[src/rtl/prog_boot_harness.sv]
// prog_boot_harness
// Boot-and-run controller for the in-order core. A program is streamed into
// instruction memory while the core is held in reset. The core is then released
// and runs under a watchdog until it stores to TOHOST_ADDR or the cycle budget
// runs out. The block reports pass/fail, the result word and the run cycle count.
//
// Ports
//   clk, reset       clock, asynchronous active-high reset
//   start            one-cycle pulse, accepted in IDLE or DONE only
//   prog_len         program length in words, sampled when start is accepted
//   ld_valid/ld_data load-stream word; ld_ready is high only in LOAD
//   imem_we/waddr/wdata  registered instruction-memory write port
//   core_resetn      active-low core reset, high only while the core runs
//   dmem_we/addr/wdata   snooped core store port
//   busy/done        run status
//   pass/err/timeout run outcome flags
//   cycles/result    run cycle count and data of the terminating store
module prog_boot_harness #(
   parameter int          ADDR_W      = 10,
   parameter int          DATA_W      = 32,
   parameter int          MAX_WORDS   = 1 << ADDR_W,
   parameter int          RESET_HOLD  = 4,
   parameter int          TIMEOUT     = 4096,
   parameter logic [31:0] TOHOST_ADDR = 32'h0000_0FFC,
   parameter int          CNT_W       = 32
) (
   input  logic              clk,
   input  logic              reset,
   input  logic              start,
   input  logic [ADDR_W:0]   prog_len,
   input  logic              ld_valid,
   input  logic [DATA_W-1:0] ld_data,
   output logic              ld_ready,
   output logic              imem_we,
   output logic [ADDR_W-1:0] imem_waddr,
   output logic [DATA_W-1:0] imem_wdata,
   output logic              core_resetn,
   input  logic              dmem_we,
   input  logic [31:0]       dmem_addr,
   input  logic [31:0]       dmem_wdata,
   output logic              busy,
   output logic              done,
   output logic              pass,
   output logic              err,
   output logic              timeout,
   output logic [CNT_W-1:0]  cycles,
   output logic [31:0]       result
);

   localparam int              HOLD_W    = (RESET_HOLD < 2) ? 1 : $clog2(RESET_HOLD);
   localparam logic [HOLD_W-1:0] HOLD_LAST = HOLD_W'(RESET_HOLD - 1);
   localparam logic [ADDR_W:0] MAX_LEN   = (ADDR_W + 1)'(MAX_WORDS);
   localparam logic [ADDR_W:0] LEN_ONE   = (ADDR_W + 1)'(1);
   localparam logic [CNT_W-1:0] CYC_LAST = CNT_W'(TIMEOUT - 1);

   typedef enum logic [2:0] {IDLE, LOAD, HOLD, RUN, DONE} state_t;

   state_t            state;
   state_t            next_state;
   logic [ADDR_W:0]   len_q;
   logic [ADDR_W:0]   widx;
   logic [HOLD_W-1:0] hold_cnt;

   logic start_ok;
   logic len_bad;
   logic handshake;
   logic last_word;
   logic hold_done;
   logic tohost_hit;
   logic wd_hit;

   // Decoded conditions shared by the next-state logic and the datapath.
   assign start_ok   = start && (state == IDLE || state == DONE);
   assign len_bad    = (prog_len == '0) || (prog_len > MAX_LEN);
   assign handshake  = ld_valid && (state == LOAD);
   assign last_word  = (widx == (len_q - LEN_ONE));
   assign hold_done  = (hold_cnt == HOLD_LAST);
   assign tohost_hit = dmem_we && (dmem_addr == TOHOST_ADDR);
   assign wd_hit     = (cycles == CYC_LAST);

   assign ld_ready = (state == LOAD);
   assign busy     = (state == LOAD) || (state == HOLD) || (state == RUN);
   assign done     = (state == DONE);

   // State register.
   always_ff @(posedge clk or posedge reset) begin
      if (reset) begin
         state <= IDLE;
      end else begin
         state <= next_state;
      end
   end

   // Next-state logic. A bad length skips the load entirely and reports err.
   always_comb begin
      next_state = state;
      case (state)
         IDLE, DONE: begin
            if (start_ok) begin
               next_state = len_bad ? DONE : LOAD;
            end
         end
         LOAD: begin
            if (handshake && last_word) begin
               next_state = HOLD;
            end
         end
         HOLD: begin
            if (hold_done) begin
               next_state = RUN;
            end
         end
         RUN: begin
            if (tohost_hit || wd_hit) begin
               next_state = DONE;
            end
         end
         default: next_state = IDLE;
      endcase
   end

   // Datapath. core_resetn follows the next state so it is a clean register that
   // is high exactly while the FSM sits in RUN. The store check comes before the
   // watchdog check so a simultaneous TOHOST store wins over the timeout.
   always_ff @(posedge clk or posedge reset) begin
      if (reset) begin
         len_q       <= '0;
         widx        <= '0;
         hold_cnt    <= '0;
         imem_we     <= 1'b0;
         imem_waddr  <= '0;
         imem_wdata  <= '0;
         core_resetn <= 1'b0;
         pass        <= 1'b0;
         err         <= 1'b0;
         timeout     <= 1'b0;
         cycles      <= '0;
         result      <= '0;
      end else begin
         imem_we     <= 1'b0;
         core_resetn <= (next_state == RUN);
         case (state)
            IDLE, DONE: begin
               if (start_ok) begin
                  len_q   <= prog_len;
                  widx    <= '0;
                  pass    <= 1'b0;
                  err     <= len_bad;
                  timeout <= 1'b0;
                  cycles  <= '0;
                  result  <= '0;
               end
            end
            LOAD: begin
               hold_cnt <= '0;
               if (handshake) begin
                  imem_we    <= 1'b1;
                  imem_waddr <= widx[ADDR_W-1:0];
                  imem_wdata <= ld_data;
                  widx       <= widx + LEN_ONE;
               end
            end
            HOLD: begin
               hold_cnt <= hold_cnt + HOLD_W'(1);
            end
            RUN: begin
               if (tohost_hit) begin
                  result <= dmem_wdata;
                  pass   <= (dmem_wdata == 32'd1);
               end else if (wd_hit) begin
                  timeout <= 1'b1;
               end else begin
                  cycles <= cycles + CNT_W'(1);
               end
            end
            default: ;
         endcase
      end
   end

endmodule

[config.mk]
export PLATFORM = sky130hd
export DESIGN_NAME = prog_boot_harness
export DESIGN_NICKNAME = d
export VERILOG_FILES = /design/src/rtl/prog_boot_harness.sv
export SDC_FILE = /design/constraint.sdc
export NUM_CORES = 1
export LEC_CHECK = 0
export ABC_AREA = 1
export CAP_MARGIN = 10
export CORE_MARGIN = 4
export CORE_UTILIZATION = 35
export DETAILED_ROUTE_END_ITERATION = 8
export GPL_ROUTABILITY_DRIVEN = 0
export GPL_TIMING_DRIVEN = 0
export MAX_ROUTING_LAYER = met4
export PLACE_DENSITY = 0.65
export SLEW_MARGIN = 40
export SYNTH_ARGS = -nofsm -noshare
export SYNTH_HDL_FRONTEND = slang
export SYNTH_SLANG_ARGS = --single-unit
[constraint.sdc]
create_clock -name clk -period 4.55 [get_ports clk]
set_clock_uncertainty 0.2 [all_clocks]
set_input_delay 0.91 -clock clk [delete_from_list [all_inputs] [get_ports clk]]
set_output_delay 0.91 -clock clk [all_outputs]
set_load 0.05 [all_outputs]
# --- Word level (Yosys, flattened, before mapping) ---
# Cells that the tools add are included.
totals:
  regBits: 138
  out_inout_bits: 114
  wordCells: 79
op_classes:
  add_sub_neg: 4
  magnitude_cmp: 1
  eq_ne: 16
  mux: 24
  n_reduce_logical: 21
op_table:
  columns: ["cell", "n"]
  rows:
  - ["32-bit two-way mux", 4]
  - ["32-bit one-hot mux with 2 select lines", 2]
  - ["32-bit by 12-bit equality test with 1-bit output (second input constant)", 2]
  - ["32-bit by 1-bit adder with 32-bit output (second input constant)", 1]
  - ["32-bit by 1-bit equality test with 1-bit output (second input constant)", 1]
  - ["11-bit two-way mux", 2]
  - ["11-bit one-hot mux with 2 select lines", 1]
  - ["3-bit two-way mux", 5]
  - ["3-bit one-hot mux with 4 select lines", 1]
  - ["11-bit by 1-bit adder with 11-bit output (second input constant)", 1]
  - ["11-bit equality test", 1]
  - ["11-bit greater-than comparator (second input constant)", 1]
  - ["11-bit zero test", 1]
  - ["11-bit by 1-bit subtractor with 11-bit output (second input constant)", 1]
  - ["2-bit != test (second input constant)", 5]
  - ["3-bit by 2-bit equality test with 1-bit output (second input constant)", 3]
  - ["4-bit AND reduction", 2]
  - ["1-bit two-way mux", 6]
  - ["3-bit AND reduction", 2]
  - ["2-bit nonzero test", 3]
  - ["1-bit logical OR", 5]
  - ["1-bit logical AND", 4]
  - ["1-bit one-hot mux with 2 select lines", 2]
  - ["2-bit one-hot mux with 2 select lines", 1]
  - ["8 further kinds", 9]

# --- Longest topological paths before layout ---
logic_depth:
  depth_word: 6
  ltp_mapped: 13
  ltp_nobuf: 13

# --- Worst setup path before layout ---
# Ideal clock, no wire load.
synth_path:
  path_kind: "reg-to-output"
  startpoint: "register state[2]"
  endpoint: "output port done"
  t_arrival_ns: 1.550
  t_required_ns: 3.440
  slack_ns: 1.890
  stages_incl_launch_ff: 3
  cell_sequence: "dfrtp_1 inv_1 nor3_1"
synth_via:
  elab_chain_len: 1
synth_lines:
  columns: ["element", "line", "text"]
  rows:
  - ["start, declared", "58", "state_t state;"]
  - ["start signal, assigned", "90", "state <= next_state;"]
  - ["3-bit equality test", "83", "assign done = (state == DONE);"]
  - ["end, declared", "42", "output logic done,"]
# No other way between the ends.

# --- Worst setup path after layout ---
layout_path:
  startpoint: "register state[2]"
  endpoint: "output port ld_ready"
layout_via:
  elab_chain_len: 1
layout_lines:
  columns: ["element", "line", "text"]
  rows:
  - ["3-bit by 1-bit equality test with 1-bit output", "81", "assign ld_ready = (state == LOAD);"]
  - ["end, declared", "33", "output logic ld_ready,"]
# No other way between the ends.

==> summary.md <==
| Metric | Value |
|---|---|
| Largest stage delay, worst path | approximately 0.84 ns |
| Initial Utilization | 35.53% |
| Fillers | roughly 2000 |
| Flop2flop setup slack | 1.95 ns |
| Register bit total from synthesis | 138 |
| CP Data Required Time | 3.44 ns |
| Cell Chain, Critical Path | inv_1, nand3_1, inv_2, clkdlybuf4s50_1 |
| Crit-path max FO | 5 |
| Final period utilization | 72.01% |
| Slew headroom | roughly 51% |
| Initial antenna violation count | 2 |
| Initial DRT Pass Iterations | 5 |
| Via count | between 7000 and 8000 |
| Final setup viols | 0 |
| Post-synth net total | ~1100 |
| Die area | 22900 µm² |
| Vias in the first global route | 6864 |
| Total Routed Length | 22710 µm |
| Area contributors post-synth | dfrtp_1 48%, nand2_1 17%, nand3_1 8.6%, nor2_1 6.0%, inv_1 3.8% |
| Fin area | 10520 µm² |
| GRT Residual Overflow | 0 |
| Distinct cell type count of the synthesized netlist | 26 |
| Fin crit period | around 3.3 ns |
| Placed insts | 1470 |
| Final hold slack | 0.2676 ns |
| Post-Synthesis Cells | 969 |
| DIE HEIGHT | 151.3 µm |
| Yosys top cell area share | ~48% |
| Post-synthesis sequential area ratio | 48.03% |
| Root Buffer | clkbuf_16 |
| Number of clock sinks | 138 |
| Number of antenna-violating nets in the routed design | 0 |
| Final worst setup slack | 1.273 ns |
| Core ar. | 20230 µm² |
| Global-route wire length before repair | 35760 µm |
| HPWL Detailed | around 17000 µm |
| Pleak | 4.767 nW |
| Cell count along the critical path | 4 |
| Final Power | 5.024 mW |
| Non-Filler Instances | approximately 1500 |
| Max Clk Rate | between 300 and 400 MHz |
| Type of element capturing the critical path | primary output |
| Arr. time, crit path | between 2 and 2.5 ns |
| Die width | 151.3 µm |
| CTS Hold Bufs | 0 |
| CTS tree | built |
| Slew of the pin with the lowest slew margin | 0.7378 ns |
| Clock slew at reported path FFs | 0.07 ns |
| Clk_lat worst skew | ~0.42 ns |
| Syn avg cell area | 7.419 µm² |
| WP buf/inv | 3 |
| Resized cells post-CTS | 0 |
| Final #Nets | 1335 |
| Final Max Slew Viols | 0 |
| Area growth, synth to finish | 46.29% |
| Std-Cell Rows | 52 |
| Final Util | around 52% |
| Post-DP Area | 9926 µm² |
| Worst Hold Depth | 2 |
| GRT Total Usage | 20.43% |
| DR vias/cell | 4.773 |
| Routed len/inst | 15.10 µm |
| DR DRC count | 0 |
| I/O Buffers | 225 |
| Ports | between 200 and 250 |
| Hold WC Path Type | reg2reg |
| Worst setup SP type | flop |
| Setup Fix Bufs, Post-CTS | 0 |
| Commonest cells after routing, fill and taps aside | 332 x nand2_1, 225 x clkdlybuf4s50_1, 138 x dfrtp_1, 123 x nand3_1, 114 x nor2_1 |
| Hold_sp | imem_wdata[17] |
| Setup TNS | 0 ns |
| Commonest non-fill, non-tap cell in the layout | nand2_1 |
| Status | complete, no violations |
| Hold path endpoint | imem_wdata[17] |
| Worst Reg-to-Reg Cells | 10 |
| Max_cap viols | 0 |
| CTS Buffer Depth | 2 |
| Yosys warns | 0 |
| Reg2reg end | cycles[24] |
| CP max stage cell | clkdlybuf4s50_1 |
| Largest area contributor in the netlist | dfrtp_1 |
| Critical setup path kind | reg2out |
| DRC marker count from the first detailed-route iteration | 370 |
| RSZ-0062 raised after global routing | false |
| Largest net degree at the start of global routing | 25 |
| Reg2reg start | cycles[0] |
| VDD IR max | between 0.4 and 0.5 mV |
| H-Tree Depth | 4 |
| Critical path's top delay family | buffers and inverters |
| Final number of hold-violating endpoints | 0 |
| Inserted Clock Buffers | 17 |
| Layout cells sized above 1 | 5.195% |
| Post-Place Worst Slack | ~1.4 ns |
| Power Density | ~480 nW/µm² |
| Mapped Area | 7189 µm² |
cell type report:
type / count / area, µm² / share of cell area (%)
multi-input combinational: 720 / 3289 / 31.28
tap: 270 / 337.8 / 3.212
clock buffer: 18 / 439.2 / 4.176
clock inverter: 14 / 147.6 / 1.404
antenna: 2 / 5.005 / 0.04759
timing repair buffer: 231 / 2395 / 22.77
inverter: 76 / 289.0 / 2.748
sequential: 138 / 3453 / 32.83
buffer: 35 / 161.4 / 1.535
worst max path at each step:
stage / from / to
after floorplan: reset / core_resetn
after global placement: reset / cycles[15]
after detailed placement: dmem_addr[2] / cycles[31]
after CTS: state[2] / ld_ready
after global routing: state[2] / ld_ready
final: state[2] / ld_ready
tightest hold or removal path: cells and delay by family, from the launching register on:
kind / cells / cell delay, ns
flops: 1 / 0.34
simple gates: 2 / 0.09
state kept, by name, indices dropped and copies added, names as in the netlist, 2 cells and up:
| name | cells |
|---|---|
| len_q | 11 |
| widx | 11 |
| imem_wdata | 32 |
| cycles | 32 |
| imem_waddr | 10 |
| hold_cnt | 2 |
| state | 3 |
| result | 32 |
Yosys cell counts (all sizes together):
master,number
a21oi,6
nand3,125
nor2,115
buf,9
o21ai,50
dfrtp,138
nor3b,2
nand2,334
xor2,16
xnor2,12
nand4,17
clkbuf,26
nor3,27
inv,76
nor4,9
o21bai,3
ha,4
where the power goes:
part           internal, mW  switching [mW]  total, mW
clock                 0.793           0.610       1.40
combinational         0.649            1.35       2.00
sequential             1.46           0.157       1.62
total                  2.91            2.12       5.02
metal layers:
| layer | GRT usage [%] | vias up | wire length (µm) |
|---|---|---|---|
| met5 | - | - | 0 |
| met4 | 6.074 | 0 | 320 |
| met3 | 6.014 | 28 | 1705 |
| met2 | 30.78 | 221 | 10420 |
| met1 | 26.75 | 3310 | 10270 |
| li1 | - | 3620 | - |
cell families (layout without fill, tap and decap cells):
family	Yosys count	after routing	synth area share, %
compound gates	59	59	4.525
buf+inv	111	374	6.213
fa+ha+maj	4	4	0.6962
flops	138	138	48.03
other cells	0	2	0
simple gates	629	629	37.12
xor+xnor	28	28	3.411
Power figures use the tool's default switching activity.
